[src/rtl/soc_system_endstop_in.sv]
// Avalon-MM PIO-style input port for endstop switches: synchronise, debounce,
// capture edges on the debounced level and raise a maskable level interrupt.
module soc_system_endstop_in #(
  parameter int unsigned WIDTH     = 3,
  parameter int unsigned CNT_W     = 16,
  parameter int unsigned DEB_RST   = 1000,
  parameter int unsigned EDGE_TYPE = 0
) (
  input  logic             clk,
  input  logic             reset_n,
  input  logic [1:0]       address,
  input  logic             chipselect,
  input  logic             write_n,
  input  logic [31:0]      writedata,
  input  logic [WIDTH-1:0] in_port,
  output logic [31:0]      readdata,
  output logic             irq
);

  localparam int unsigned DATA_W = 32;

  localparam logic [1:0] ADDR_DATA    = 2'd0;
  localparam logic [1:0] ADDR_DEBLEN  = 2'd1;
  localparam logic [1:0] ADDR_IRQMASK = 2'd2;
  localparam logic [1:0] ADDR_EDGECAP = 2'd3;

  logic [WIDTH-1:0] s1_q, s2_q;
  logic [WIDTH-1:0] deb_q, deb_d;
  logic [WIDTH-1:0] prev_q;
  logic [CNT_W-1:0] cnt_q [WIDTH];
  logic [CNT_W-1:0] cnt_d [WIDTH];
  logic [CNT_W-1:0] deblen_q, deblen_d;
  logic [WIDTH-1:0] irqmask_q, irqmask_d;
  logic [WIDTH-1:0] edgecap_q, edgecap_d;

  logic             wr_c;
  logic [WIDTH-1:0] edge_set_c;
  logic [WIDTH-1:0] cap_clr_c;
  logic             unused_wdata;

  assign wr_c = chipselect & ~write_n;

  // Only the low bits of writedata land in registers; the rest is don't-care.
  assign unused_wdata = ^writedata;

  // Two-flop synchroniser for the asynchronous pins.
  always_ff @(posedge clk or negedge reset_n) begin
    if (!reset_n) begin
      s1_q <= '0;
      s2_q <= '0;
    end else begin
      s1_q <= in_port;
      s2_q <= s1_q;
    end
  end

  // Per-bit debounce: level moves after DEBLEN+1 consecutive mismatch cycles.
  always_comb begin
    deb_d = deb_q;
    for (int unsigned i = 0; i < WIDTH; i++) begin
      cnt_d[i] = cnt_q[i];
      if (s2_q[i] == deb_q[i]) begin
        cnt_d[i] = '0;
      end else if (cnt_q[i] >= deblen_q) begin
        deb_d[i] = s2_q[i];
        cnt_d[i] = '0;
      end else begin
        cnt_d[i] = cnt_q[i] + CNT_W'(1);
      end
    end
  end

  always_ff @(posedge clk or negedge reset_n) begin
    if (!reset_n) begin
      deb_q  <= '0;
      prev_q <= '0;
      for (int unsigned i = 0; i < WIDTH; i++) begin
        cnt_q[i] <= '0;
      end
    end else begin
      deb_q  <= deb_d;
      prev_q <= deb_q;
      for (int unsigned i = 0; i < WIDTH; i++) begin
        cnt_q[i] <= cnt_d[i];
      end
    end
  end

  // Edge detect on the debounced level.
  always_comb begin
    case (EDGE_TYPE)
      0:       edge_set_c = deb_q & ~prev_q;
      1:       edge_set_c = ~deb_q & prev_q;
      default: edge_set_c = deb_q ^ prev_q;
    endcase
  end

  // Register write decode; a capture set beats a same-cycle W1C clear.
  always_comb begin
    deblen_d  = deblen_q;
    irqmask_d = irqmask_q;
    cap_clr_c = '0;
    if (wr_c && (address == ADDR_DEBLEN)) begin
      deblen_d = writedata[CNT_W-1:0];
    end
    if (wr_c && (address == ADDR_IRQMASK)) begin
      irqmask_d = writedata[WIDTH-1:0];
    end
    if (wr_c && (address == ADDR_EDGECAP)) begin
      cap_clr_c = writedata[WIDTH-1:0];
    end
    edgecap_d = (edgecap_q & ~cap_clr_c) | edge_set_c;
  end

  always_ff @(posedge clk or negedge reset_n) begin
    if (!reset_n) begin
      deblen_q  <= CNT_W'(DEB_RST);
      irqmask_q <= '0;
      edgecap_q <= '0;
    end else begin
      deblen_q  <= deblen_d;
      irqmask_q <= irqmask_d;
      edgecap_q <= edgecap_d;
    end
  end

  // Zero-wait-state read mux; independent of chipselect, no side effects.
  always_comb begin
    case (address)
      ADDR_DATA:    readdata = DATA_W'(deb_q);
      ADDR_DEBLEN:  readdata = DATA_W'(deblen_q);
      ADDR_IRQMASK: readdata = DATA_W'(irqmask_q);
      ADDR_EDGECAP: readdata = DATA_W'(edgecap_q);
      default:      readdata = '0;
    endcase
  end

  assign irq = |(edgecap_q & irqmask_q);

endmodule

[config.mk]
export PLATFORM = sky130hd
export DESIGN_NAME = soc_system_endstop_in
export DESIGN_NICKNAME = d
export VERILOG_FILES = /design/src/rtl/soc_system_endstop_in.sv
export SDC_FILE = /design/constraint.sdc
export NUM_CORES = 1
export LEC_CHECK = 0
export ABC_AREA = 0
export BUFFER_PORTS_ARGS = -buffer_cell sky130_fd_sc_hd__buf_2
export CAP_MARGIN = 20
export CORE_AREA = 2 2 129 131
export CTS_BUF_LIST = sky130_fd_sc_hd__clkbuf_4
export DETAILED_ROUTE_END_ITERATION = 7
export DIE_AREA = 0 0 131 133
export SKIP_LAST_GASP = 1
export SLEW_MARGIN = 20
export SYNTH_ARGS = -nofsm -noshare
export SYNTH_HDL_FRONTEND = slang
export SYNTH_SLANG_ARGS = --single-unit
[constraint.sdc]
create_clock -name clk -period 2.5 [get_ports clk]
set_input_delay 0.125 -clock clk [delete_from_list [all_inputs] [get_ports clk]]
set_output_delay 0.125 -clock clk [all_outputs]
set_load 0.05 [all_outputs]
After elaboration in Yosys (flattened, before gate mapping)
Index checks and enable logic that the tools add are counted.
{"block": "classes", "div": 0, "n_addsub": 3, "bitwise": 11, "n_lt_le_gt_ge": 3, "muxes": 8, "shift": 0, "n_mul": 0, "n_reduce_logical": 8, "n_eq_ne": 6}
{"op": "case mux 32 bit (4 select lines)", "n": 1}
{"op": "two-way mux 16 bit", "n": 6}
{"op": "adder 16 x 1 -> 16 bit (second input constant)", "n": 3}
{"op": "greater-or-equal comparator 16 bit", "n": 3}
{"op": "bitwise AND 3 bit", "n": 3}
{"op": "NOT 3 bit", "n": 2}
{"op": "AND reduction 2 bit", "n": 3}
{"op": "== test 2 bit (second input constant)", "n": 2}
{"op": "NOT 1 bit", "n": 4}
{"op": "== test 1 bit", "n": 3}
{"op": "logical AND 1 bit", "n": 3}
{"op": "two-way mux 3 bit", "n": 1}
{"op": "bitwise OR 3 bit", "n": 1}
{"op": "OR reduction 3 bit", "n": 1}
{"op": "== test 2 x 1 -> 1 bit (second input constant)", "n": 1}
{"op": "logical NOT 2 bit", "n": 1}
{"op": "bitwise AND 1 bit", "n": 1}
{"block": "totals", "n_memories": 0, "romBits": 0, "mem_bits_rw": 0, "out_inout_bits": 33, "in_bits": 41, "regBits": 82, "elab_cells": 51, "latchBits": 0}

Logic depth before layout (Yosys ltp)
{"block": "logic_depth", "depth_word": 7, "depth_mapped": 8, "mapped_depth_nobuf": 7}

Least setup slack after synthesis
OpenSTA, ideal clock, no wires.
{"block": "synth_path", "path_type": "register -> register", "start": "register deblen_q[7]", "end": "register cnt_q[45] (netlist bit)", "required_time_ns": 2.428, "setup_ns": 0.072, "path_slack_ns": 0.510, "synth_period_minus_slack_ns": 1.990, "n_path_buf": 1, "arrival_time_ns": 1.919, "path_stages_with_launch": 9, "cell_sequence": "dfstp_2 inv_1 ha_1 a21oi_1 o21ai_0 a221oi_1 nand4_2 buf_2 nor2_1"}
{"item": "start: declaration", "line": "32", "rtl": "logic [CNT_W-1:0] deblen_q, deblen_d;"}
{"item": "start signal: assignment", "line": "117", "rtl": "deblen_q <= CNT_W'(DEB_RST);"}
{"item": "start signal: assignment", "line": "121", "rtl": "deblen_q <= deblen_d;"}
{"item": "end signal: indexed assignment", "line": "84", "rtl": "cnt_q[i] <= cnt_d[i];"}
{"item": "end: declaration", "line": "30", "rtl": "logic [CNT_W-1:0] cnt_q [WIDTH];"}

==> out/metrics.csv <==
stage,metric,value,unit
outcome,outcome,"finished, final reports clean",
finish,Filler cells,1673,
sta,Slew HR,51.3,%
floorplanning,Die H,133,um
logic_synthesis,Synth area leaders,"dfrtp_1 (40%), ha_1 (13%), xor2_1 (5.4%)",
sta,RSZ-0062 raised after global routing,false,
finish,Post-Layout Inst Area,5480,um2
placed_design,cell area after placement,5150,um2
placed_design,DP HPWL,7930,um
setup_path,WP data required,2.86,ns
grt,grt ovf,0,
logic_synthesis,post-synth top area share,40.1,%
grt,largest net degree at the start of global routing,83,
grt,vias in the first global route,3611,
clock_network,Root Buffer,clkbuf_4,
power_and_ir_drop,Lkg Pwr,2.61,nW
sta,count of final max-slew check failures,0,
grt,first-pass GRT wire length,17600,um
setup_path,WP data arrival,2.62,ns
sta,Worst Skew,0.0212,ns
sta,Fmax achieved,0.441,GHz
sta,Final min period,2.27,ns
logic_synthesis,Yosys cell types,38,
placed_design,Placer Congestion,0.838,
logic_synthesis,post-synthesis sequential area ratio,43.4,%
power_and_ir_drop,PwrDens,570,nW/um2
drt,via density per instance,4.59,
finish,area delta synth->final,15.7,%
sta,Worst-Margin Slew,0.730,ns
clock_network,Clock transition at path regs,0.15,ns
clock_network,CTS sink count,82,
logic_synthesis,cell taking the most area after synthesis,dfrtp_1,
placed_design,Port-buffer cells,41,
floorplanning,Starting Density,29.3,%
logic_synthesis,area of the mapped netlist,4740,um2
floorplanning,core area,16200,um2
drt,Iteration-0 DRC Markers,133,
setup_path,Setup crit end kind,flop,
floorplanning,# rows,47,
clock_network,# resized after CTS,0,
sta,Setup Viol. Count Final,0,
drt,drt total wl,10500,um
drt,drt drc,0,
min_path,HP Class,primary input to flop,
floorplanning,IO Count,74,
sta,Hold Fails Final Rpt,0,
finish,Final nets,649,
finish,"most common cell after layout, fill and taps aside",dfrtp_1,
setup_path,worst-path maximum fanout,16,
drt,DR WL/cell,13.5,um
floorplanning,die area,17400,um2
grt,initial antenna violation count,0,
logic_synthesis,#FFs+latches synth,82,
logic_synthesis,Post-Syn Instances,489,
grt,all-layer global routing usage,12.8,%
logic_synthesis,Avg Synthesized Cell Area,9.69,um2
logic_synthesis,Synth warnings,0,
setup_path,WS Path Type,flop to flop,
finish,Diodes inserted,0,
clock_network,CTS HTree Levels,3,
run,maxcap violations,0,
clock_network,CTS tree,done,
power_and_ir_drop,Max VDD drop,0.460,mV
drt,DR pass1 iterations,4,
drt,via count,3586,
clock_network,cts bufs inserted,9,
sta,Post-Route Setup TNS,0,ns
drt,ANT nets after route,0,
finish,layout cells sized above 1,14.4,%
clock_network,clock latency on the worst-skew pair,0.44,ns
floorplanning,die width,131,um
clock_network,cts hold-fix bufs,20,
sta,fin crit share,90.6,%
finish,most frequent cells in the layout,"dfrtp_1 (76), nor2_1 (59), ha_1 (51)",
setup_path,Startpoint Class,flop,
clock_network,Post-CTS Setup Inserts,0,
clock_network,Longest Clk Path Bufs,2,
-- registers in the layout, indices dropped and copies added, names as in the netlist --
register and cells:
s1_q 3, deblen_q 16, irqmask_q 3, s2_q 3, edgecap_q 3, cnt_q 48
deb_q 3, prev_q 3
-- cells by family after synthesis --
logic type / synth area share (%)
xor+xnor: 8.31
simple gates: 19.5
fa+ha+maj: 13.5
buf+inv: 5.62
compound gates: 6.47
other cells: 0.0791
mux: 3.09
flops: 43.4
-- power by group --
group	switching [mW]	internal, mW
clock	0.506	0.223
sequential	0.0982	1.45
combinational	0.563	0.280
-- final cells by class --
class | count | area, um2 | area share, %
well taps | 220 | 275 | 5.02
clock buffers | 9 | 67.6 | 1.23
multi-input cells | 370 | 2470 | 45.1
flip-flops and latches | 82 | 2060 | 37.6
inverters | 29 | 109 | 1.98
repair buffers | 65 | 442 | 8.05
clock inverters | 7 | 60.1 | 1.10
-- final timing paths --
path                       startpoint      endpoint  cells after the start  slack (ns)
setup / recovery            cnt_q[16]     cnt_q[29]                      7        0.23
hold / removal                write_n  irqmask_q[0]                      5        0.17
setup reg to reg            cnt_q[16]     cnt_q[29]                      7        0.23
hold reg to reg               s1_q[1]       s2_q[1]                      0        0.35
max in group asynchronous     reset_n     cnt_q[46]                      2        1.72
min in group asynchronous     reset_n  irqmask_q[2]                      2        0.27
-- cells in the mapped netlist (all sizes together) --
| cell | number |
|---|---|
| a2111o | 2 |
| a21oi | 17 |
| a221oi | 2 |
| a222oi | 1 |
| a22oi | 1 |
| a31oi | 1 |
| and2 | 14 |
| and3 | 10 |
| and4 | 2 |
| buf | 20 |
| clkbuf | 3 |
| conb | 1 |
| dfrtp | 76 |
| dfstp | 6 |
| ha | 51 |
| inv | 29 |
| mux2 | 7 |
| mux4 | 3 |
| nand2 | 46 |
| nand2b | 3 |
| nand3 | 30 |
| nand4 | 14 |
| nor2 | 60 |
| nor2b | 2 |
| nor3 | 11 |
| nor3b | 1 |
| nor4 | 2 |
| o211ai | 3 |
| o21ai | 26 |
| xnor2 | 16 |
| xor2 | 29 |
-- per-layer routing --
metal	routed length [um]	track usage, %
met5	0	0
met4	141	3.43
met3	416	2.51
met2	4960	20.6
met1	5010	17.7
-- through the flow --
| step | total power [mW] | hold WS (ns) | worst slack (ns) | util (%) | std cells |
|---|---|---|---|---|---|
| floorplan | 2.16 | -0.171 | 0.510 | - | 504 |
| global placement | 2.37 | 0.236 | 0.355 | 31.9 | 746 |
| detailed placement | 2.40 | 0.236 | 0.260 | 31.9 | 746 |
| CTS | 3.16 | 0.139 | 0.228 | 33.9 | 782 |
| global route | 3.33 | 0.159 | 0.0953 | 33.9 | 782 |
| finish | 3.13 | 0.169 | 0.234 | 33.9 | 782 |
-- critical path, stage by stage (launching register included) --
cell      delay (ns)
dfrtp_1         0.47
inv_1           0.08
ha_1            0.30
nand2b_4        0.14
a2111o_1        0.43
a31oi_1         0.24
o211ai_2        0.35
nor2_1          0.20
(Power assumes the default switching activity.)
